File: config.mk
export PLATFORM = sky130hd
export DESIGN_NAME = dbg_sba_guard
export DESIGN_NICKNAME = d
export VERILOG_FILES = /design/src/rtl/core_v_mcu_pkg.sv /design/src/rtl/dbg_sba_guard.sv
export SDC_FILE = /design/constraint.sdc
export NUM_CORES = 1
export LEC_CHECK = 0
export CAP_MARGIN = 20
export CORE_MARGIN = 2
export CORE_UTILIZATION = 35
export DETAILED_ROUTE_END_ITERATION = 8
export PLACE_DENSITY_LB_ADDON = 0.12
export RECOVER_POWER = 25
export SLEW_MARGIN = 20
export SYNTH_ARGS = -nofsm -noshare
export SYNTH_HDL_FRONTEND = slang
export SYNTH_SLANG_ARGS = --single-unit
File: constraint.sdc
create_clock -name clk_i -period 2.5 [get_ports clk_i]
set_clock_uncertainty 0.1 [all_clocks]
set_input_delay 0.5 -clock clk_i [delete_from_list [all_inputs] [get_ports clk_i]]
set_output_delay 0.5 -clock clk_i [all_outputs]
set_load 0.03 [all_outputs]
File: src/rtl/core_v_mcu_pkg.sv
// SoC-wide types and constants shared by the debug system-bus access path.
package core_v_mcu_pkg;

    localparam int unsigned SBA_ADDR_W = 64;
    localparam int unsigned SBA_DATA_W = 64;
    localparam int unsigned SBA_STRB_W = SBA_DATA_W / 8;

    typedef logic [SBA_ADDR_W-1:0] sba_addr_t;
    typedef logic [SBA_DATA_W-1:0] sba_data_t;
    typedef logic [SBA_STRB_W-1:0] sba_strb_t;

    // A zero-sized window leaves every address reachable.
    localparam sba_addr_t DEBUG_SBA_WIN_BASE = '0;
    localparam sba_addr_t DEBUG_SBA_WIN_SIZE = '0;

endpackage

File: src/rtl/dbg_sba_guard.sv
// Guards debug-module SBA accesses towards the mem-to-AXI bridge: address window
// filtering, per-transaction timeout with draining of late bridge traffic.
module dbg_sba_guard
    import core_v_mcu_pkg::*;
#(
    parameter int unsigned          AddrWidth     = 64,
    parameter int unsigned          DataWidth     = 64,
    parameter int unsigned          TimeoutCycles = 1024,
    parameter logic [AddrWidth-1:0] WinBase       = AddrWidth'(DEBUG_SBA_WIN_BASE),
    parameter logic [AddrWidth-1:0] WinSize       = AddrWidth'(DEBUG_SBA_WIN_SIZE)
) (
    input  logic                   clk_i,
    input  logic                   rst_ni,
    input  logic                   clear_i,
    input  logic                   slv_req_i,
    input  logic [AddrWidth-1:0]   slv_addr_i,
    input  logic                   slv_we_i,
    input  logic [DataWidth-1:0]   slv_wdata_i,
    input  logic [DataWidth/8-1:0] slv_be_i,
    output logic                   slv_gnt_o,
    output logic                   slv_rvalid_o,
    output logic [DataWidth-1:0]   slv_rdata_o,
    output logic                   slv_err_o,
    output logic                   mst_req_o,
    output logic [AddrWidth-1:0]   mst_addr_o,
    output logic                   mst_we_o,
    output logic [DataWidth-1:0]   mst_wdata_o,
    output logic [DataWidth/8-1:0] mst_be_o,
    input  logic                   mst_gnt_i,
    input  logic                   mst_rvalid_i,
    input  logic [DataWidth-1:0]   mst_rdata_i,
    input  logic                   mst_err_i,
    output logic                   timeout_o,
    output logic                   busy_o,
    output logic [7:0]             err_cnt_o
);

    localparam int unsigned TmrW = $clog2(TimeoutCycles + 1);
    // The timeout is registered, so it is decided one count early to land on count TimeoutCycles-1.
    localparam logic [TmrW-1:0] TmrLast = TmrW'(TimeoutCycles - 2);

    typedef enum logic [2:0] {IDLE, REQ, RSP, ERR, DRAIN_REQ, DRAIN_RSP} state_e;

    state_e          state;
    logic [TmrW-1:0] timer;
    logic            win_hit;
    logic            tmo_hit;
    logic            cnt_inc;

    function automatic logic in_window(input logic [AddrWidth-1:0] addr);
        if (WinSize == '0) return 1'b1;
        return (addr >= WinBase) && ((addr - WinBase) < WinSize);
    endfunction

    function automatic logic [7:0] sat_inc(input logic [7:0] val);
        return (val == 8'hFF) ? val : val + 8'd1;
    endfunction

    assign win_hit   = in_window(slv_addr_i);
    assign slv_gnt_o = (state == IDLE) && slv_req_i;
    assign busy_o    = (state != IDLE);
    // A response arriving on the deadline cycle completes normally instead of timing out.
    assign tmo_hit   = ((state == REQ) || (state == RSP)) && (timer == TmrLast)
                       && !((state == RSP) && mst_rvalid_i);
    assign cnt_inc   = ((state == IDLE) && slv_req_i && !win_hit) || tmo_hit
                       || ((state == RSP) && mst_rvalid_i && mst_err_i);

    always_ff @(posedge clk_i or negedge rst_ni) begin
        if (!rst_ni) begin
            state        <= IDLE;
            timer        <= '0;
            mst_req_o    <= 1'b0;
            mst_addr_o   <= '0;
            mst_we_o     <= 1'b0;
            mst_wdata_o  <= '0;
            mst_be_o     <= '0;
            slv_rvalid_o <= 1'b0;
            slv_rdata_o  <= '0;
            slv_err_o    <= 1'b0;
            timeout_o    <= 1'b0;
            err_cnt_o    <= '0;
        end else begin
            slv_rvalid_o <= 1'b0;
            timeout_o    <= 1'b0;
            if (clear_i) begin
                err_cnt_o <= '0;
            end else if (cnt_inc) begin
                err_cnt_o <= sat_inc(err_cnt_o);
            end
            if ((state == REQ) || (state == RSP)) begin
                timer <= timer + TmrW'(1);
            end
            if (tmo_hit) begin
                timeout_o    <= 1'b1;
                slv_rvalid_o <= 1'b1;
                slv_err_o    <= 1'b1;
                slv_rdata_o  <= '0;
            end
            unique case (state)
                IDLE: begin
                    if (slv_req_i) begin
                        if (win_hit) begin
                            mst_req_o   <= 1'b1;
                            mst_addr_o  <= slv_addr_i;
                            mst_we_o    <= slv_we_i;
                            mst_wdata_o <= slv_wdata_i;
                            mst_be_o    <= slv_be_i;
                            timer       <= '0;
                            state       <= REQ;
                        end else begin
                            state <= ERR;
                        end
                    end
                end
                ERR: begin
                    slv_rvalid_o <= 1'b1;
                    slv_err_o    <= 1'b1;
                    slv_rdata_o  <= '0;
                    state        <= IDLE;
                end
                REQ: begin
                    if (mst_gnt_i) begin
                        mst_req_o <= 1'b0;
                        state     <= tmo_hit ? DRAIN_RSP : RSP;
                    end else if (tmo_hit) begin
                        state <= DRAIN_REQ;
                    end
                end
                RSP: begin
                    if (mst_rvalid_i) begin
                        slv_rvalid_o <= 1'b1;
                        slv_rdata_o  <= mst_rdata_i;
                        slv_err_o    <= mst_err_i;
                        state        <= IDLE;
                    end else if (tmo_hit) begin
                        state <= DRAIN_RSP;
                    end
                end
                DRAIN_REQ: begin
                    if (mst_gnt_i) begin
                        mst_req_o <= 1'b0;
                        state     <= DRAIN_RSP;
                    end
                end
                DRAIN_RSP: begin
                    if (mst_rvalid_i) state <= IDLE;
                end
                default: state <= IDLE;
            endcase
        end
    end

endmodule

==> reports/metrics.yaml <==
outcome:
  outcome: "complete, no violations"
routing:
  routed-via-count: 6729
  drt-initial-drc-count: 323
  drc: 0
  wl_per_cell_um: 19.0
  ant_nets: 0
  routed_wl_mm: 26.5
  vias_per_cell: 4.83
  drt-pass1-iter-count: 4
floorplan:
  fp.dieW_um: 163
  rows: 58
  dieArea_mm2: 0.0266
  num_io_pins: 423
  initial_core_util_pct: 35.4
  core_mm2: 0.0250
  die_y_um: 163
synthesis:
  netlist_area_mm2: 0.00885
  synth_fp_nets: 817
  yosysWarningCount: 0
  synthAdderAreaFrac_pct: 0.424
  synth_compound_area_share_pct: 9.70
  synthTopCellsByArea: "dfrtp_1, mux2_2, a22o_1, buf_2, nor2_1"
  yosysMostFrequentCell: "dfrtp_1"
  synthArstFlopShare_pct: 100
  yosysTopAreaCell: "dfrtp_1"
  syn_avg_cell_area_um2: 14.6
  synth-simple-area-share_pct: 3.99
  ys.flop_type: "dfrtp_1"
  ys_seq_area_share_pct: 64.2
  muxShareOfSynthArea_pct: 18.7
  synth.distinct_cells: 47
  synth_edf_count: 0
  synthTopCellsByCount: "dfrtp_1, mux2_2, a22o_1"
  synth_top_family_by_area: "multiplexers"
  synth_top_area_share_pct: 64.2
  synth_seq_cells: 227
  synth_cells: 606
  synth-xor-area-share_pct: 0.594
cells_and_area:
  fin_nets: 1255
  multiInputGateArea_mm2: 0.00296
  seq_area_mm2: 0.00568
  antenna_cells: 0
  drive_above_1_share_pct: 20.2
  num-fill-cells: 2079
  area_growth_pct: 63.5
cts:
  cts_buffers: 26
  h-tree-depth: 1
  clk_path_buf_depth: 3
  clock_latency_ns: 0.52
  clk_pin_slew_ns: 0.06
  cts_root_buffer: "clkbuf_16"
  cts.sinks: 227
  cts_tree: "yes"
run:
  cap_violations: 0
timing:
  relSlewSlack_pct: 6.03
  rsz0062_at_grt: "no"
  max_freq_ghz: 0.418
  final_hold_viol_count: 0
  worstMarginPinSlew_ns: 1.41
  setup_viol: 0
  whs_ns: 0.400
  setup_tns_ns: 0
  period_needed_ns: 2.39
  fin_crit_sh_pct: 95.6
  final-max-slew-violation-count: 0
grt:
  grt_pass1_wl_mm: 40.0
  grt_max_degree: 66
  antenna_found_initial: 0
  grt_usage_pct: 19.3
  grt_pass1_vias: 6882
  grt.overflow.total: 0
place:
  place.gp.congestion: 0.795
  hpwl_mm: 19.3
  io_buffers: 422
pwr:
  intPower_mw: 12.4
  power_per_cell_area_mw_per_mm2: 1400
  peakVddDrop_mv: 0.868
  p_comb_share_pct: 50.4
  clockPowerShare_pct: 18.9
  p_leak_nw: 6.04
  p_sw_mw: 7.86
  p_seq_share_pct: 30.7
  switching_share_pct: 38.8
worst_hold_path:
  min_to: "slv_rdata_o[50]"
  hold_path.class: "register to register"
  hold_path.startpoint: "slv_rdata_o[50]"
  hold_depth: 1
critical_path:
  crit_path_end_kind: "output pin"
  worstPathArrival_ns: 1.79
  path_class: "register to output pin"
  critPathMaxFanout: 14
  crit-reg2reg-launch: "state[0]"
  start_kind: "register"
  r2r-end: "mst_wdata_o[12]"
  rr_worst_depth: 5
  setup.worst_path.start: "state[0]"
  rrSetupSlack_ns: 0.35
  cp_data_required_time_ns: 1.90
## power groups by stage
stage	clock network (mW)	registers (mW)	logic [mW]
after floorplan	0	9.32	2.62
final	3.82	6.22	10.2
after global placement	0	6.22	10.3
after global routing	4.10	6.45	10.7
after detailed placement	0	6.25	10.3
after CTS	3.94	6.24	10.3
## worst max path at each step
stage          cells after the start  slack, ns            to
6_report                           3       0.11        busy_o
5_1_grt                            3       0.02        busy_o
4_1_cts                            3       0.08        busy_o
3_5_place_dp                       5       0.03  err_cnt_o[7]
3_3_place_gp                       5       0.09  err_cnt_o[7]
2_1_floorplan                      7       0.22     slv_gnt_o
## critical path: stages, from the launching register on
cell and delay [ns]:
dfrtp_2 0.50, nor2_1 0.25, nand2_1 0.13, dlygate4sd2_1 0.38
## cells in the final DEF (no fill, tap or decap), types with 9 or more instances in the layout
master	Yosys	final
a22o_1	64	64
nor2_1	17	17
mux2_2	138	138
nand2_1	10	10
clkbuf_16	0	27
a21oi_1	11	11
inv_1	9	9
dfrtp_1	227	225
clkdlybuf4s50_1	0	419
o21ai_0	9	9
buf_4	1	19
## cell type report
class / instances / area share (%)
clock buffer: 37 / 5.28
clock inverter: 9 / 0.709
inverter: 11 / 0.285
multi-input combinational: 329 / 20.4
sequential: 227 / 39.3
tap: 330 / 2.85
timing repair buffer: 449 / 31.1
## cell families after synthesis
logic type | after synthesis
xor+xnor | 6
fa+ha+maj | 3
compound gates | 109
simple gates | 64
mux | 147
buf+inv | 50
flops | 227
## what timing repair did
action | in CTS | in global routing
hold endpoints to repair | 49 | 0
buffers inserted | 1 | 0
setup endpoints to repair | 2 | 0
resized for setup | 3 | 0
hold buffers | 1 | 0
## metal layers
metal / share of wire (%) / GRT usage [%] / vias up
met1: 40 / 23.8 / 3319
met4: 1.6 / 4.22 / 0
li1: - / - / 3084
met3: 11 / 7.74 / 32
met5: 0 / 0 / -
met2: 48 / 32.0 / 294
## registers in the layout, summed over array words and instances (netlist names)
name / flops
timeout_o: 1
mst_we_o: 1
slv_rvalid_o: 1
slv_rdata_o: 64
state: 3
mst_req_o: 1
mst_be_o: 8
err_cnt_o: 8
slv_err_o: 1
timer: 11
mst_wdata_o: 64
mst_addr_o: 64
## stage by stage
| stage | utilization, % | instance area [um^2] | power (mW) | instances | setup WS, ns |
|---|---|---|---|---|---|
| after floorplan | - | 8850 | 11.9 | 606 | 0.222 |
| after global placement | 54.5 | 13600 | 16.5 | 1344 | 0.0912 |
| after detailed placement | 54.5 | 13600 | 16.5 | 1344 | 0.0251 |
| after CTS | 58.0 | 14500 | 20.5 | 1392 | 0.0754 |
| after global routing | 57.9 | 14500 | 21.3 | 1392 | 0.0173 |
| final | 57.9 | 14500 | 20.3 | 1392 | 0.109 |
(Power assumes the default switching activity.)
